===== src/rtl/id_hazard_ctrl_if.sv =====
// IO request/acknowledge handshake between the ID-stage sequencer and the IO device.
// The sequencer is the master and raises io_req. The device is the slave and pulses io_ack.
interface id_hazard_ctrl_if;
  logic io_req;
  logic io_ack;

  modport master (output io_req, input io_ack);
  modport slave  (input io_req, output io_ack);
endinterface


===== src/rtl/id_hazard_ctrl.sv =====
// Decode-stage sequencer. It detects load-use and branch-operand hazards and selects
// branch-comparator forwarding. It holds IO loads/stores in ID until the device acks.
module id_hazard_ctrl #(
  parameter int IO_TIMEOUT = 64,
  parameter int CNT_W      = 16
) (
  input  logic             clk,
  input  logic             rst_n,
  input  logic [4:0]       id_rs,
  input  logic [4:0]       id_rt,
  input  logic             id_uses_rt,
  input  logic             id_branch,
  input  logic             id_io_inst,
  input  logic             ex_regwrite,
  input  logic             ex_memread,
  input  logic [4:0]       ex_wreg,
  input  logic             mem_regwrite,
  input  logic             mem_memread,
  input  logic [4:0]       mem_wreg,
  input  logic             wb_regwrite,
  input  logic [4:0]       wb_wreg,
  id_hazard_ctrl_if.master io,
  output logic             pipe_stall,
  output logic             pc_hold,
  output logic             ifid_hold,
  output logic [1:0]       fwd_a,
  output logic [1:0]       fwd_b,
  output logic             io_err,
  output logic [CNT_W-1:0] stall_cycles
);

  localparam int              TO_W   = $clog2(IO_TIMEOUT);
  localparam logic [TO_W-1:0] TO_MAX = TO_W'(IO_TIMEOUT - 1);

  typedef enum logic [1:0] {ST_RUN, ST_IO_WAIT, ST_IO_DONE} state_e;

  state_e           state_q, state_d;
  logic             io_req_q, io_req_d;
  logic             io_err_q, io_err_d;
  logic [TO_W-1:0]  to_cnt_q, to_cnt_d;
  logic [CNT_W-1:0] stall_cnt_q, stall_cnt_d;

  logic ex_rs, ex_rt, mem_rs, mem_rt, wb_rs, wb_rt;
  logic ex_any, mem_any, data_hazard;

  // Register 0 is hard-wired, so a write to it never creates a dependency.
  function automatic logic src_match(input logic we, input logic [4:0] wreg,
                                     input logic [4:0] src);
    return we && (wreg != 5'd0) && (wreg == src);
  endfunction

  assign ex_rs   = src_match(ex_regwrite, ex_wreg, id_rs);
  assign ex_rt   = id_uses_rt && src_match(ex_regwrite, ex_wreg, id_rt);
  assign mem_rs  = src_match(mem_regwrite, mem_wreg, id_rs);
  assign mem_rt  = id_uses_rt && src_match(mem_regwrite, mem_wreg, id_rt);
  assign wb_rs   = src_match(wb_regwrite, wb_wreg, id_rs);
  assign wb_rt   = id_uses_rt && src_match(wb_regwrite, wb_wreg, id_rt);
  assign ex_any  = ex_rs || ex_rt;
  assign mem_any = mem_rs || mem_rt;

  // The branch comparator sits in ID, so any EX producer and any MEM load are still too late.
  assign data_hazard = rst_n && ((ex_memread && ex_any) ||
                                 (id_branch && ex_any) ||
                                 (id_branch && mem_memread && mem_any));

  always_comb begin
    fwd_a = 2'b00;
    fwd_b = 2'b00;
    if (rst_n) begin
      if (mem_rs && !mem_memread) fwd_a = 2'b10;
      else if (wb_rs)             fwd_a = 2'b01;
      if (mem_rt && !mem_memread) fwd_b = 2'b10;
      else if (wb_rt)             fwd_b = 2'b01;
    end
  end

  // NOTE: every signal written in this block gets a default first, so no latch is inferred.
  always_comb begin
    state_d     = state_q;
    io_err_d    = io_err_q;
    to_cnt_d    = to_cnt_q;
    stall_cnt_d = stall_cnt_q;

    unique case (state_q)
      ST_RUN: begin
        if (!data_hazard && id_io_inst) begin
          state_d  = ST_IO_WAIT;
          to_cnt_d = '0;
        end
      end
      ST_IO_WAIT: begin
        if (io.io_ack) begin
          state_d = ST_IO_DONE;
        end else if (to_cnt_q == TO_MAX) begin
          state_d  = ST_IO_DONE;
          io_err_d = 1'b1;
        end else begin
          to_cnt_d = to_cnt_q + TO_W'(1);
        end
      end
      ST_IO_DONE: state_d = ST_RUN;
      default:    state_d = ST_RUN;
    endcase

    io_req_d = (state_d == ST_IO_WAIT);

    pipe_stall = rst_n && (data_hazard || (state_q == ST_IO_WAIT) ||
                           ((state_q == ST_RUN) && id_io_inst));

    if (pipe_stall && (stall_cnt_q != '1)) stall_cnt_d = stall_cnt_q + CNT_W'(1);
  end

  // NOTE: sequential state uses non-blocking assignments, so every flop samples pre-edge values.
  always_ff @(posedge clk or negedge rst_n) begin
    if (!rst_n) begin
      state_q     <= ST_RUN;
      io_req_q    <= 1'b0;
      io_err_q    <= 1'b0;
      to_cnt_q    <= '0;
      stall_cnt_q <= '0;
    end else begin
      state_q     <= state_d;
      io_req_q    <= io_req_d;
      io_err_q    <= io_err_d;
      to_cnt_q    <= to_cnt_d;
      stall_cnt_q <= stall_cnt_d;
    end
  end

  assign pc_hold      = pipe_stall;
  assign ifid_hold    = pipe_stall;
  assign io.io_req    = io_req_q;
  assign io_err       = io_err_q;
  assign stall_cycles = stall_cnt_q;

endmodule

===== src/flat_wrapper.sv =====
// flat-port wrapper written by rule: the top's interface ports become plain ports
module id_hazard_ctrl_flat 
#(
  parameter int IO_TIMEOUT = 64,
  parameter int CNT_W      = 16
)
  (clk, rst_n, id_rs, id_rt, id_uses_rt, id_branch, id_io_inst, ex_regwrite, ex_memread, ex_wreg, mem_regwrite, mem_memread, mem_wreg, wb_regwrite, wb_wreg, pipe_stall, pc_hold, ifid_hold, fwd_a, fwd_b, io_err, stall_cycles, io_io_req, io_io_ack);
  id_hazard_ctrl_if io_i ();
  input  logic clk;
  input  logic rst_n;
  input  logic [4:0] id_rs;
  input  logic [4:0] id_rt;
  input  logic id_uses_rt;
  input  logic id_branch;
  input  logic id_io_inst;
  input  logic ex_regwrite;
  input  logic ex_memread;
  input  logic [4:0] ex_wreg;
  input  logic mem_regwrite;
  input  logic mem_memread;
  input  logic [4:0] mem_wreg;
  input  logic wb_regwrite;
  input  logic [4:0] wb_wreg;
  output logic pipe_stall;
  output logic pc_hold;
  output logic ifid_hold;
  output logic [1:0] fwd_a;
  output logic [1:0] fwd_b;
  output logic io_err;
  output logic [CNT_W-1:0] stall_cycles;
  output wire logic [$bits(io_i.io_req)-1:0] io_io_req;
  input wire logic [$bits(io_i.io_ack)-1:0] io_io_ack;
  assign io_io_req = io_i.io_req;
  assign io_i.io_ack = io_io_ack;
  id_hazard_ctrl #(.IO_TIMEOUT(IO_TIMEOUT), .CNT_W(CNT_W)) u_core (.clk(clk), .rst_n(rst_n), .id_rs(id_rs), .id_rt(id_rt), .id_uses_rt(id_uses_rt), .id_branch(id_branch), .id_io_inst(id_io_inst), .ex_regwrite(ex_regwrite), .ex_memread(ex_memread), .ex_wreg(ex_wreg), .mem_regwrite(mem_regwrite), .mem_memread(mem_memread), .mem_wreg(mem_wreg), .wb_regwrite(wb_regwrite), .wb_wreg(wb_wreg), .io(io_i), .pipe_stall(pipe_stall), .pc_hold(pc_hold), .ifid_hold(ifid_hold), .fwd_a(fwd_a), .fwd_b(fwd_b), .io_err(io_err), .stall_cycles(stall_cycles));
endmodule

===== config.mk =====
export PLATFORM = sky130hd
export DESIGN_NAME = id_hazard_ctrl_flat
export DESIGN_NICKNAME = d
export VERILOG_FILES = /design/src/rtl/id_hazard_ctrl_if.sv /design/src/rtl/id_hazard_ctrl.sv /design/src/flat_wrapper.sv
export SDC_FILE = /design/constraint.sdc
export NUM_CORES = 1
export LEC_CHECK = 0
export BUFFER_PORTS_ARGS = -buffer_cell sky130_fd_sc_hd__clkbuf_2
export CORE_UTILIZATION = 49
export DETAILED_ROUTE_END_ITERATION = 8
export PLACE_DENSITY = 0.79
export SETUP_SLACK_MARGIN = 0.4
export SLEW_MARGIN = 10
export SYNTH_ARGS = -nofsm -noshare
export SYNTH_HDL_FRONTEND = slang
export SYNTH_SLANG_ARGS = --single-unit

===== constraint.sdc =====
create_clock -name clk -period 3 [get_ports clk]
set_input_delay 0.45 -clock clk [delete_from_list [all_inputs] [get_ports clk]]
set_output_delay 0.45 -clock clk [all_outputs]
set_load 0.01 [all_outputs]

# Word level (Yosys, flattened, before mapping)
# Cells that the tools add are included.
# word_totals
regBits	26
latchBits	0
mem_bits_rw	0
mem_bits_ro	0
input_bits	36
out_inout_bits	25
mem_count	0
# classes
n_addsub	2
n_mul	0
n_div	0
order_cmp	0
eq_ne	13
n_shift	0
mux	14
bitwise_logic	1
n_reduce_logical	38
# ops
operator	count
5-bit equality test	6
1-bit logical AND	23
6-bit 2-to-1 mux	3
16-bit by 1-bit adder with 16-bit output (second input constant)	1
16-bit != test (second input constant)	1
5-bit nonzero test	3
2-bit 2-to-1 mux	7
6-bit case mux with 2 select lines	1
6-bit by 1-bit adder with 6-bit output (second input constant)	1
6-bit equality test (second input constant)	1
1-bit logical OR	6
2-bit by 1-bit equality test with 1-bit output (second input constant)	2
2-bit != test (second input constant)	2
2-bit case mux with 2 select lines	1
4-bit AND reduction	1
3-bit AND reduction	1
1-bit zero test	2
2-bit zero test	1
1-bit 2-to-1 mux	2
2-bit by 1-bit != test with 1-bit output (second input constant)	1
2-bit nonzero test	1
1-bit NOT	1

# Depth between registers and ports, before layout
# depth
word_depth	14
depth_mapped	8
depth_no_buf	8

# Least setup slack after synthesis
# No wires, ideal clock.
# synth_timing
kind	input to output
startpoint	input mem_wreg[0]
endpoint	output pc_hold
t_arrival_ns	2.015
t_required_ns	2.550
setup_slack_ns	0.535
cell_stages	8
n_path_buf	2
path_cell_list	or4_1 o21ai_1 nor2_1 o21a_1 nor3_4 buf_6 nor2_1 buf_4
# synth_between
elab_chain_len	11
word_cells_on_any_way	14
# synth_rtl
element	line	rtl
start, declared	flat_wrapper.sv:21	input logic [4:0] mem_wreg;
5-bit nonzero test	id_hazard_ctrl.sv:49	return we && (wreg != 5'd0) && (wreg == src);
1-bit logical AND (2 in series)	id_hazard_ctrl.sv:49	
1-bit logical AND	id_hazard_ctrl.sv:55	assign mem_rt = id_uses_rt && src_match(mem_regwrite, mem_wreg, id_rt);
1-bit logical OR (*)	id_hazard_ctrl.sv:59	assign mem_any = mem_rs || mem_rt;
1-bit logical AND (*)	id_hazard_ctrl.sv:64	(id_branch && mem_memread && mem_any));
1-bit logical OR (*)	id_hazard_ctrl.sv:63	(id_branch && ex_any) ||
1-bit logical AND (*)	id_hazard_ctrl.sv:62	assign data_hazard = rst_n && ((ex_memread && ex_any) ||
1-bit logical OR (*) (2 in series)	id_hazard_ctrl.sv:107	pipe_stall = rst_n && (data_hazard || (state_q == ST_IO_WAIT) ||
1-bit logical AND (*)	id_hazard_ctrl.sv:107	
end, declared	flat_wrapper.sv:25	output logic pc_hold;
# Mark *: on every way between the ends. The rest lies on a longest branch, timed or not.

# Worst setup path in the final report
# layout_timing
startpoint	input id_rt[4]
endpoint	output pipe_stall
# layout_between
elab_chain_len	11
word_cells_on_any_way	17
# layout_rtl
element	line	rtl
start, declared	flat_wrapper.sv:12	input logic [4:0] id_rt;
5-bit equality test	id_hazard_ctrl.sv:49	
1-bit logical AND	id_hazard_ctrl.sv:49	
1-bit logical AND	id_hazard_ctrl.sv:53	assign ex_rt = id_uses_rt && src_match(ex_regwrite, ex_wreg, id_rt);
1-bit logical OR	id_hazard_ctrl.sv:58	assign ex_any = ex_rs || ex_rt;
1-bit logical AND, on equally long branches	id_hazard_ctrl.sv:62, id_hazard_ctrl.sv:63	
1-bit logical OR	id_hazard_ctrl.sv:62	
1-bit logical OR (*)	id_hazard_ctrl.sv:63	
1-bit logical AND (*)	id_hazard_ctrl.sv:62	
1-bit logical OR (*) (2 in series)	id_hazard_ctrl.sv:107	
1-bit logical AND (*)	id_hazard_ctrl.sv:107	
end, declared	flat_wrapper.sv:24	output logic pipe_stall;
# Marked as above.

==> impl_metrics.py <==
metrics = {
    "power": {
        "ir_worst_vdd_uv": 196,
        "p_leak_nw": 1.04,
        "power.share.clock_pct": 22.0,
        "intPower_w": 0.000711,
        "sequentialPowerShare_pct": 45.4,
        "pwr-share-comb_pct": 32.6,
        "powerDensity_nw_per_um2": 513,
        "switching_share_pct": 34.1,
        "power.switching_w": 0.000367,
    },
    "worst_hold_path": {
        "hold_path.class": "in2reg",
        "hold_end": "u_core.state_q[1]$_DFF_PN0_",
        "holdPathStages": 3,
        "worstHoldStart": "io_io_ack",
    },
    "sta": {
        "finalCritPeriodShare_pct": 80.1,
        "rsz0062_at_grt": "false",
        "timing.setup.tns_ns": 0,
        "whs_ns": 0.389,
        "worst_pin_slew_ns": 0.557,
        "slew_headroom_pct": 62.5,
        "setup_violations": 0,
        "fmax_mhz": 416,
        "hold_viol": 0,
        "drv_slew": 0,
        "fin_skew_ns": 0.0145,
        "layout_min_cycle_time_ns": 2.40,
    },
    "drt": {
        "dr_wl_met3_microns": 144,
        "drc_errors": 0,
        "routed_wl_microns": 3510,
        "wl_per_cell_microns": 12.1,
        "top_layer": "met4",
        "drt-met1-wl_microns": 1660,
        "dr.pass1.iters": 4,
        "vias": 1530,
        "drt_first_iter_violations": 65,
        "routed-wl-met2_microns": 1670,
        "viasPerCell": 5.28,
        "final_antenna_net_count": 0,
    },
    "floorplan": {
        "initial_core_util_pct": 51.0,
        "fp.coreArea_sq_um": 3340,
        "ioPinCount": 61,
        "core.rowCount": 21,
        "die_height_microns": 60.9,
        "fp.dieW_microns": 60.9,
        "dieArea_sq_um": 3710,
    },
    "yosys": {
        "synthFlopType": "dfrtp_1",
        "avgSynthCellArea_sq_um": 9.34,
        "ys_types": 37,
        "syn_inst": 182,
        "synthArstFlopShare_pct": 100,
        "synth_edf_count": 0,
        "ys_seq_elements": 26,
        "syn-num-nets": 220,
        "yosys_warnings": 0,
        "mappedNetlistArea_sq_um": 1700,
        "yosysSeqAreaShare_pct": 38.3,
    },
    "cts": {
        "cts_setup_buffers": 0,
        "cts_tree": "built",
        "path_clk_slew_ns": 0.13,
        "cts_max_path_buffers": 2,
        "clk_latency_ns": 0.33,
        "cts.root.buffer_cell": "clkbuf_4",
        "numCtsBuffers": 3,
        "cts_max_level": 1,
        "cts.sinks": 26,
    },
    "final_layout": {
        "fillers": 290,
        "finalInstanceArea_sq_um": 2100,
        "antennaDiodeCount": 0,
        "syn_to_final_growth_pct": 23.5,
        "fin_nets": 283,
        "drive_gt1_share_pct": 29.5,
    },
    "worst_setup_path": {
        "cp_top_family": "simple AND/OR/NAND/NOR gates",
        "reg2reg_depth": 6,
        "cp_common_cell": "clkbuf_2",
        "crit_type": "in2out",
        "worstPathArrival_ns": 1.95,
        "r2r_slack_ns": 0.89,
        "path_cells": "clkbuf_2 -> xor2_1 -> nor4_1 -> and3_1 -> o21a_1 -> nor3_4 -> nor2_1 -> clkbuf_2",
        "r2r_start": "u_core.stall_cycles[1]$_DFFE_PN0P_",
        "crit_path_start": "id_rt[4]",
        "path_max_fanout": 3,
        "critical-path-max-stage-delay_ns": 0.34,
        "slowest_stage": "nor4_1",
        "end_kind": "output port",
        "crit_buf_inv": 2,
        "cp.required_ns": 2.55,
        "start_kind": "primary input",
        "r2r-end": "u_core.stall_cycles[1]$_DFFE_PN0P_",
    },
    "global_route": {
        "first_global_vias": 1374,
        "grt_pass1_wl_microns": 5710,
        "grt_max_degree": 26,
        "track_usage_pct": 20.5,
        "antenna_found_initial": 0,
        "grt-ovfl-total": 0,
    },
    "place": {
        "io_buffers": 60,
        "dp_hpwl_microns": 2860,
        "gp_congestion": 0.834,
        "place_area_sq_um": 2040,
    },
    "outcome": {
        "status": "finished clean",
    },
    "run": {
        "cap_violations": 0,
    },
}
==> registers in the layout, summed over array words and instances, names as in the netlist <==
name,count
u_core.io_err,1
u_core.io.io_req,1
u_core.state_q,2
u_core.to_cnt_q,6
u_core.stall_cycles,16
==> metrics by stage <==
stage	setup WS (ns)	total power, W	utilization, %	std cells
floorplan	0.535	0.000709	-	182
CTS	0.545	0.00109	63.0	290
global placement	0.653	0.000841	61.1	285
global route	0.435	0.00116	63.0	290
detailed placement	0.600	0.000849	61.1	285
finish	0.597	0.00108	63.0	290
==> power by group through the flow <==
stage | logic (W) | registers, W | clock network (W)
after floorplan | 0.000201 | 0.000509 | 0
after global placement | 0.000346 | 0.000495 | 0
after detailed placement | 0.000354 | 0.000495 | 0
after CTS | 0.000355 | 0.000489 | 0.000246
after global routing | 0.000395 | 0.000506 | 0.000265
final | 0.000352 | 0.000489 | 0.000237
==> kinds of logic (layout without fill, tap and decap cells) <==
family	count (synthesis)	count (layout)	share of synthesized area, %
simple gates	83	83	25.8
fa+ha+maj	2	2	1.47
xor+xnor	49	49	25.2
compound gates	15	15	6.11
buf+inv	6	68	2.28
flops	26	26	38.3
mux	1	1	0.883
==> Yosys cell counts (all sizes together) (2+ instances only) <==
| cell type | instances | area, sq um |
|---|---|---|
| a21oi | 2 | 13.8 |
| buf | 4 | 31.3 |
| nand3 | 9 | 45.0 |
| nor2 | 17 | 66.3 |
| nor3b | 2 | 15.0 |
| nand2 | 14 | 52.6 |
| nand4 | 4 | 25.0 |
| and3 | 7 | 43.8 |
| o21ai | 5 | 25.0 |
| xor2 | 39 | 342 |
| nor3 | 12 | 71.3 |
| nand2b | 2 | 12.5 |
| ha | 2 | 25.0 |
| nor4 | 8 | 50.1 |
| or3 | 2 | 12.5 |
| or4 | 3 | 22.5 |
| dfrtp | 26 | 651 |
| or2 | 2 | 12.5 |
| xnor2 | 10 | 87.6 |
==> repair_timing <==
item | 4_1_cts | 5_1_grt
endpoints found under the setup margin | 0 | 1
hold endpoints to repair | 1 | 0
resized for setup | 0 | 0
hold buffers | 1 | 0
==> cell usage in the layout (no fill, tap or decap), types with 2 or more instances in the layout <==
cell type / netlist / routed
and3_1: 7 / 7
buf_4: 2 / 2
clkbuf_2: 0 / 60
clkbuf_4: 0 / 3
dfrtp_1: 26 / 26
ha_1: 2 / 2
nand2_1: 14 / 14
nand2b_1: 2 / 2
nand3_1: 9 / 9
nand4_1: 4 / 4
nor2_1: 16 / 16
nor3_1: 11 / 11
nor3b_1: 2 / 2
nor4_1: 8 / 8
o21ai_0: 4 / 4
or2_2: 2 / 2
or3_1: 2 / 2
or4_1: 3 / 3
xnor2_1: 10 / 10
xor2_1: 39 / 39
==> metal layers <==
layer,global-route usage (%),vias up
met1,28.6,708
met4,7.79,0
met2,32.0,48
li1,-,770
met5,0,-
met3,3.41,4
==> worst register-to-register path, cell delays in order, from the launching register on <==
cell and delay, ns:
dfrtp_1 0.42, ha_1 0.20, nand4_1 0.13, nor3_1 0.36, a41o_1 0.49, nor2_2 0.10
mux2_4 0.31
==> area by class of cell <==
type	count	area [sq um]	area share, %
multi-input combinational	150	1010	48.1
timing repair buffer	63	325	15.5
tap	46	57.6	2.74
clock inverter	1	30.0	1.43
clock buffer	3	22.5	1.07
sequential	26	651	31.0
inverter	1	3.75	0.179
==> worst max path at each step <==
| stage | endpoint | slack, ns | cells after the start |
|---|---|---|---|
| 2_1_floorplan | pc_hold | 0.54 | 8 |
| 3_3_place_gp | u_core.stall_cycles[1]$_DFFE_PN0P_ | 0.65 | 9 |
| 3_5_place_dp | u_core.stall_cycles[5]$_DFFE_PN0P_ | 0.60 | 9 |
| 4_1_cts | fwd_a[0] | 0.54 | 7 |
| 5_1_grt | fwd_a[0] | 0.44 | 7 |
| 6_report | pipe_stall | 0.60 | 8 |
Power figures use the tool's default switching activity.
